`src/rtl/phase_timer_if.sv`:
```
// Signal bundle between a phase_timer and whatever drives it.
// The master drives the controls and threshold writes; the slave returns the phase flags.
interface phase_timer_if #(
  parameter int WIDTH = 8
);
  logic             sc;
  logic             en;
  logic             cfg_we;
  logic [1:0]       cfg_sel;
  logic [WIDTH-1:0] cfg_data;
  logic             ts;
  logic             tm;
  logic             tl;
  logic             busy;
  logic             fb;

  modport master (
    output sc, en, cfg_we, cfg_sel, cfg_data,
    input  ts, tm, tl, busy, fb
  );

  modport slave (
    input  sc, en, cfg_we, cfg_sel, cfg_data,
    output ts, tm, tl, busy, fb
  );
endinterface

```
`src/rtl/phase_timer.sv`:
```
// Saturating phase counter with three programmable thresholds.
// Flags are either levels or one-cycle arrival pulses, chosen by PULSE.
module phase_timer #(
  parameter int WIDTH     = 8,
  parameter int SHORT_DEF = 2,
  parameter int MID_DEF   = 5,
  parameter int LONG_DEF  = 29,
  parameter bit PULSE     = 1'b0
) (
  input  logic         clk,
  input  logic         rst,
  phase_timer_if.slave bus
);

  logic [WIDTH-1:0] t_q, t_d;
  logic [WIDTH-1:0] thr_s_q, thr_s_d;
  logic [WIDTH-1:0] thr_m_q, thr_m_d;
  logic [WIDTH-1:0] thr_l_q, thr_l_d;
  logic             fresh_q, fresh_d;
  logic             fb_q, fb_d;

  // Counting stops at the limit; a limit lowered below t leaves t where it is.
  function automatic logic [WIDTH-1:0] sat_inc(input logic [WIDTH-1:0] val,
                                               input logic [WIDTH-1:0] lim);
    return (val < lim) ? val + 1'b1 : val;
  endfunction

  always_comb begin
    t_d     = t_q;
    fresh_d = 1'b0;
    thr_s_d = thr_s_q;
    thr_m_d = thr_m_q;
    thr_l_d = thr_l_q;
    fb_d    = bus.sc;

    if (bus.sc) begin
      t_d     = '0;
      fresh_d = 1'b1;
    end else if (bus.en && (t_q < thr_l_q)) begin
      t_d     = sat_inc(t_q, thr_l_q);
      fresh_d = 1'b1;
    end

    if (bus.cfg_we) begin
      case (bus.cfg_sel)
        2'd0:    thr_s_d = bus.cfg_data;
        2'd1:    thr_m_d = bus.cfg_data;
        2'd2:    thr_l_d = bus.cfg_data;
        default: ;
      endcase
    end
  end

  always_ff @(posedge clk) begin
    if (rst) begin
      t_q     <= '0;
      fresh_q <= 1'b0;
      fb_q    <= 1'b0;
      thr_s_q <= WIDTH'(SHORT_DEF);
      thr_m_q <= WIDTH'(MID_DEF);
      thr_l_q <= WIDTH'(LONG_DEF);
    end else begin
      t_q     <= t_d;
      fresh_q <= fresh_d;
      fb_q    <= fb_d;
      thr_s_q <= thr_s_d;
      thr_m_q <= thr_m_d;
      thr_l_q <= thr_l_d;
    end
  end

  // Pulse mode: equality alone would repeat while held, so gate with fresh.
  generate
    if (PULSE) begin : g_pulse
      assign bus.ts = fresh_q && (t_q == thr_s_q);
      assign bus.tm = fresh_q && (t_q == thr_m_q);
      assign bus.tl = fresh_q && (t_q == thr_l_q);
    end else begin : g_level
      assign bus.ts = (t_q >= thr_s_q);
      assign bus.tm = (t_q >= thr_m_q);
      assign bus.tl = (t_q >= thr_l_q);
    end
  endgenerate

  assign bus.busy = (t_q < thr_l_q);
  assign bus.fb   = fb_q;

endmodule
```
`src/flat_wrapper.sv`:
```
// flat-port wrapper written by rule: the top's interface ports become plain ports
module phase_timer_flat 
#(
  parameter int WIDTH     = 8,
  parameter int SHORT_DEF = 2,
  parameter int MID_DEF   = 5,
  parameter int LONG_DEF  = 29,
  parameter bit PULSE     = 1'b0
)
  (clk, rst, bus_sc, bus_en, bus_cfg_we, bus_cfg_sel, bus_cfg_data, bus_ts, bus_tm, bus_tl, bus_busy, bus_fb);
  phase_timer_if #(.WIDTH(WIDTH)) bus_i ();
  input  logic clk;
  input  logic rst;
  input wire logic [$bits(bus_i.sc)-1:0] bus_sc;
  input wire logic [$bits(bus_i.en)-1:0] bus_en;
  input wire logic [$bits(bus_i.cfg_we)-1:0] bus_cfg_we;
  input wire logic [$bits(bus_i.cfg_sel)-1:0] bus_cfg_sel;
  input wire logic [$bits(bus_i.cfg_data)-1:0] bus_cfg_data;
  output wire logic [$bits(bus_i.ts)-1:0] bus_ts;
  output wire logic [$bits(bus_i.tm)-1:0] bus_tm;
  output wire logic [$bits(bus_i.tl)-1:0] bus_tl;
  output wire logic [$bits(bus_i.busy)-1:0] bus_busy;
  output wire logic [$bits(bus_i.fb)-1:0] bus_fb;
  assign bus_i.sc = bus_sc;
  assign bus_i.en = bus_en;
  assign bus_i.cfg_we = bus_cfg_we;
  assign bus_i.cfg_sel = bus_cfg_sel;
  assign bus_i.cfg_data = bus_cfg_data;
  assign bus_ts = bus_i.ts;
  assign bus_tm = bus_i.tm;
  assign bus_tl = bus_i.tl;
  assign bus_busy = bus_i.busy;
  assign bus_fb = bus_i.fb;
  phase_timer #(.WIDTH(WIDTH), .SHORT_DEF(SHORT_DEF), .MID_DEF(MID_DEF), .LONG_DEF(LONG_DEF), .PULSE(PULSE)) u_core (.clk(clk), .rst(rst), .bus(bus_i));
endmodule
```
`config.mk`:
```
export PLATFORM = sky130hd
export DESIGN_NAME = phase_timer_flat
export DESIGN_NICKNAME = d
export VERILOG_FILES = /design/src/rtl/phase_timer_if.sv /design/src/rtl/phase_timer.sv /design/src/flat_wrapper.sv
export SDC_FILE = /design/constraint.sdc
export NUM_CORES = 1
export LEC_CHECK = 0
export ABC_AREA = 1
export CAP_MARGIN = 20
export CORE_ASPECT_RATIO = 1.75
export CORE_MARGIN = 3
export CORE_UTILIZATION = 30
export DETAILED_ROUTE_END_ITERATION = 10
export PLACE_DENSITY = 0.5
export SLEW_MARGIN = 10
export SYNTH_ARGS = -nofsm -noshare
export SYNTH_HDL_FRONTEND = slang
export SYNTH_SLANG_ARGS = --single-unit
```
`constraint.sdc`:
```
create_clock -name clk -period 2 [get_ports clk]
set_input_delay 0.6 -clock clk [delete_from_list [all_inputs] [get_ports clk]]
set_output_delay 0.6 -clock clk [all_outputs]
set_load 0.03 [all_outputs]
```
; ---- Word-level counts from Yosys, hierarchy flattened
; Index checks and enable logic that the tools add are counted.
[word_totals]
register_bits = 33
[op_classes]
addsub = 1
order_cmp = 4
eq_ne = 2
reduce_logical = 7
[op_table]
columns = cell, n
row1 = greater-or-equal comparator 8 bit, 3
row2 = adder 8 x 1 -> 8 bit (second input constant), 1
row3 = less-than comparator 8 bit, 1
row4 = AND reduction 2 bit, 4
row5 = == test 2 x 1 -> 1 bit (second input constant), 1
row6 = == test 2 bit (second input constant), 1
row7 = zero test 2 bit, 1
row8 = OR reduction 2 bit, 1
row9 = logical AND 1 bit, 1

; ---- Depth between registers and ports, before layout
[logic_depth]
word_depth = 3
ltp_mapped = 12
mapped_depth_nobuf = 12

; ---- Worst setup path after synthesis
; Ideal clock, no wire load.
[synth_timing]
path_kind = reg2out
from = reg u_core.thr_l_q[7]
to = out bus_tl
arrival_time_ns = 1.728
required_time_ns = 1.400
path_slack_ns = -0.328
path_stages_with_launch = 8
n_path_buf = 0
cell_sequence = dfxtp_1 inv_1 ha_1 a21o_1 nor2_4 nand2_1 inv_1 o21ai_0
[synth_between]
elab_chain_len = 1
[synth_lines]
columns = element, line
row1 = start: declaration, phase_timer.sv:18  ; logic [WIDTH-1:0] thr_l_q, thr_l_d;
row2 = start signal: assignment, phase_timer.sv:61  ; thr_l_q <= WIDTH'(LONG_DEF);
row3 = start signal: assignment, phase_timer.sv:68  ; thr_l_q <= thr_l_d;
row4 = greater-or-equal comparator 8 bit, phase_timer.sv:81  ; assign bus.tl = (t_q >= thr_l_q);
row5 = end: declaration, flat_wrapper.sv:21  ; output wire logic [$bits(bus_i.tl)-1:0] bus_tl;
; No other way between the ends.

; ---- Final worst setup path
[layout_timing]
from = reg u_core.t_q[3]
to = out bus_tl
[layout_between]
elab_chain_len = 1
[layout_lines]
columns = element, line
row1 = start: declaration, phase_timer.sv:15  ; logic [WIDTH-1:0] t_q, t_d;
row2 = start signal: assignment, phase_timer.sv:63  ; t_q <= t_d;
row3 = greater-or-equal comparator 8 bit, phase_timer.sv:81
; No other way between the ends.

==> metrics.md <==
| Metric | Value |
|---|---|
| Die H | 113 um |
| Initial DRC Count | 22 |
| CTS root buffer | clkbuf_8 |
| Routed len/inst | 12.4 um |
| Primary FF master, synth | dfxtp_1 |
| Detailed Routing Iterations Pass 1 | 4 |
| Number of global-route vias before repair | 1810 |
| Hold Path End | u_core.thr_m_q[7] |
| Placer Congestion | 0.828 |
| Violated checks | setup timing |
| Met2 usage | 26.0% |
| Maximum vdd ir drop | 221 uV |
| Syn nets | 305 |
| Place WS | -3.95 ps |
| Commonest non-fill, non-tap cell in the layout | nand2_1 |
| Skew-Pair Late Insertion Delay | 280 ps |
| IO buf count | 19 |
| DP HPWL | 3640 um |
| All-layer global routing usage | 14.1% |
| Static leakage | 0.00127 uW |
| # H-tree levels | 2 |
| Clk slew on worst S/H paths | 70 ps |
| Synth Warn # | 0 |
| TritonCTS clock tree | built |
| Fmax | 468 MHz |
| Fin util | 45.6% |
| Startpoint Class | register |
| Worst path max stage delay | 380 ps |
| Worst r2r path cells | 9 |
| Sw Pwr | 414 uW |
| Buf+Inv Stages, Crit Path | 3 |
| Clock sink count | 33 |
| Grt met3 use | 2.40% |
| CP arrival | 1540 ps |
| Cell Int Power | 1090 uW |
| GRT busiest layer | met2 |
| Antenna violations before repair | 0 |
| Crit-path cells | ha_4, nand2_4, buf_4, buf_4, o21ai_4, buf_6 |
| CORE AREA | 6230 um^2 |
| Crit path time final | 2140 ps |
| Reg power frac | 46.5% |
| Final Cycle Share | 107% |
| Sw frac | 27.6% |
| Worst Setup Slack, final | -137 ps |
| Synth Area per Inst | 7.34 um^2 |
| Worst Hold Class | reg2reg |
| Cell Area, Synth | 1950 um^2 |
| Post-synth EDFFs | 0 |
| Final Max Tran Viols | 0 |
| Post-layout net count | 351 |
| Worst-path cell with the longest stage delay | dfxtp_4 |
| Comb power frac | 19.1% |
| Layout cells sized above 1 | 37.0% |
| # fillers | 618 |
| WHS Path Cells | 2 |
| Unrepaired setup endpoints after global routing | yes |
| WL final | 4840 um |
| Slew HR | 79.8% |
| Crit-path max FO | 4 |
| Routed vias/inst | 4.61 |
| Crit Reg-Reg Startpoint | u_core.t_q[3] |
| First-pass GRT wire length | 7960 um |
| Slew @ Worst Pin | 302 ps |
| Core Rows | 38 |
| Total power | 1500 uW |
| Crit Path Category | reg2out |
| Asr flop ratio synth | 0% |
| Crit path from | u_core.t_q[3] |
| Worst EP required | 1400 ps |
| Fin Clk Skew | 4.91 ps |
| DIE AREA | 7530 um^2 |
| Vias | 1801 |
| Critical path's top delay family | buffers and inverters |
| Netlist cell types | 26 |
| Commonest non-fill, non-tap cells in the layout | nand2_1 (42), inv_1 (37), buf_4 (25) |
| Die Span X | 66.9 um |
| Power density over cell area | 528 nW/um^2 |
| Yosys reg bits | 33 |
| # hold bufs at CTS | 0 |
| DR DRC count | 0 |
| ANT nets after route | 0 |
| CTS Buffer Depth | 2 |
| Starting Density | 31.2% |
| Max-cap violations | 0 |
| Fin. Hold Viols | 0 |
| Antenna Cells | 0 |
| Pin count of the biggest net entering global routing | 25 |
| Top cell by count, worst path | buf_4 |
| Met1 GRT Util | 14.6% |
| Mapped Cells | 265 |
| Final Setup Violations | 4 |
| FF-to-FF End | u_core.t_q[4] |
| Register area share after synthesis | 34.0% |
| Crit. End Element | primary output |
| Hold WS | 462 ps |
| Syn-to-layout area delta | 46.0% |
| Clock power frac | 34.4% |
| Number of CTS-inserted buffers | 5 |
| I/O pins | 20 |
| GR Overflow Total | 0 |
| Hold_sp | u_core.thr_m_q[7] |
| Status | finished, violations left |
| Worst R2R Setup Slack | 450 ps |
kinds of logic (layout without fill, tap and decap cells):
kind of cell,count (synthesis),count (layout),synth area share [%]
AOI/OAI and AO/OA,55,55,15.6
xor gates and xnor gates,2,2,0.900
adders and majority gates,25,25,16.1
buffers and inverters,59,105,11.5
DFF,33,33,34.0
and+or+nand+nor,91,91,22.0
what timing repair did:
action	in CTS	in global routing
pin swaps	13	20
endpoints found under the hold margin	0	0
gates resized for setup	37	40
setup buffers	5	2
setup endpoints to repair	4	4
registers in the layout, indices dropped and copies added, names as in the netlist:
register and cells:
u_core.thr_s_q 8, u_core.thr_m_q 8, u_core.t_q 8, u_core.bus.fb 1, u_core.thr_l_q 8
tightest hold or removal path, delay by kind of cell, from the launching register on:
family	cells	cell delay (ps)
AO/OA/AOI/OAI	1	60
buffers and inverters	1	60
flip-flops	1	300
power groups by stage:
stage | combinational (uW) | clock [uW] | sequential, uW
2_1_floorplan | 134 | 0 | 713
3_3_place_gp | 228 | 0 | 713
3_5_place_dp | 230 | 0 | 713
4_1_cts | 260 | 534 | 696
5_1_grt | 323 | 566 | 701
6_report | 286 | 516 | 698
final cells by class:
| type | instances | area (um^2) | share of cell area, % |
|---|---|---|---|
| timing repair buffer | 43 | 372 | 13.1 |
| multi-input combinational | 173 | 1380 | 48.5 |
| sequential | 33 | 694 | 24.4 |
| clock buffer | 7 | 86.3 | 3.04 |
| inverter | 55 | 211 | 7.44 |
| tap | 80 | 100 | 3.52 |
synthesized netlist by cell type (2+ instances only):
master | number | area share [%]
o21ai_1 | 6 | 1.5
ha_1 | 25 | 16
inv_1 | 51 | 9.8
o21ai_0 | 13 | 3.3
o31a_1 | 2 | 0.90
nor2_2 | 5 | 1.6
xor2_1 | 2 | 0.90
buf_2 | 2 | 0.51
a21oi_1 | 26 | 6.7
o211ai_1 | 5 | 1.9
nor3_1 | 4 | 1.0
o31ai_1 | 2 | 0.77
nand4_1 | 3 | 0.96
nand3_1 | 10 | 2.6
inv_2 | 4 | 0.77
clkbuf_1 | 2 | 0.39
nor2_1 | 16 | 3.1
dfxtp_1 | 33 | 34
nand2_1 | 47 | 9.1
stage by stage:
stage	instances	instance area [um^2]	setup TNS, ps
global route	391	2840	-730
global placement	377	2350	-0.493
CTS	389	2630	-565
finish	391	2840	-489
detailed placement	377	2350	-3.95
floorplan	265	1960	0
metal layers:
layer  routed length, um  vias up
met2                2770       14
met4                 126        0
met3                  97        9
met5                   0        -
li1                    -      947
met1                1850      831
worst max-delay path by stage:
| stage | end | cells after the start |
|---|---|---|
| 5_1_grt | bus_tm | 8 |
| 6_report | bus_tl | 6 |
| 3_3_place_gp | bus_tl | 6 |
| 2_1_floorplan | bus_tl | 7 |
| 4_1_cts | bus_tl | 10 |
| 3_5_place_dp | bus_tl | 7 |
(Power assumes the default switching activity.)
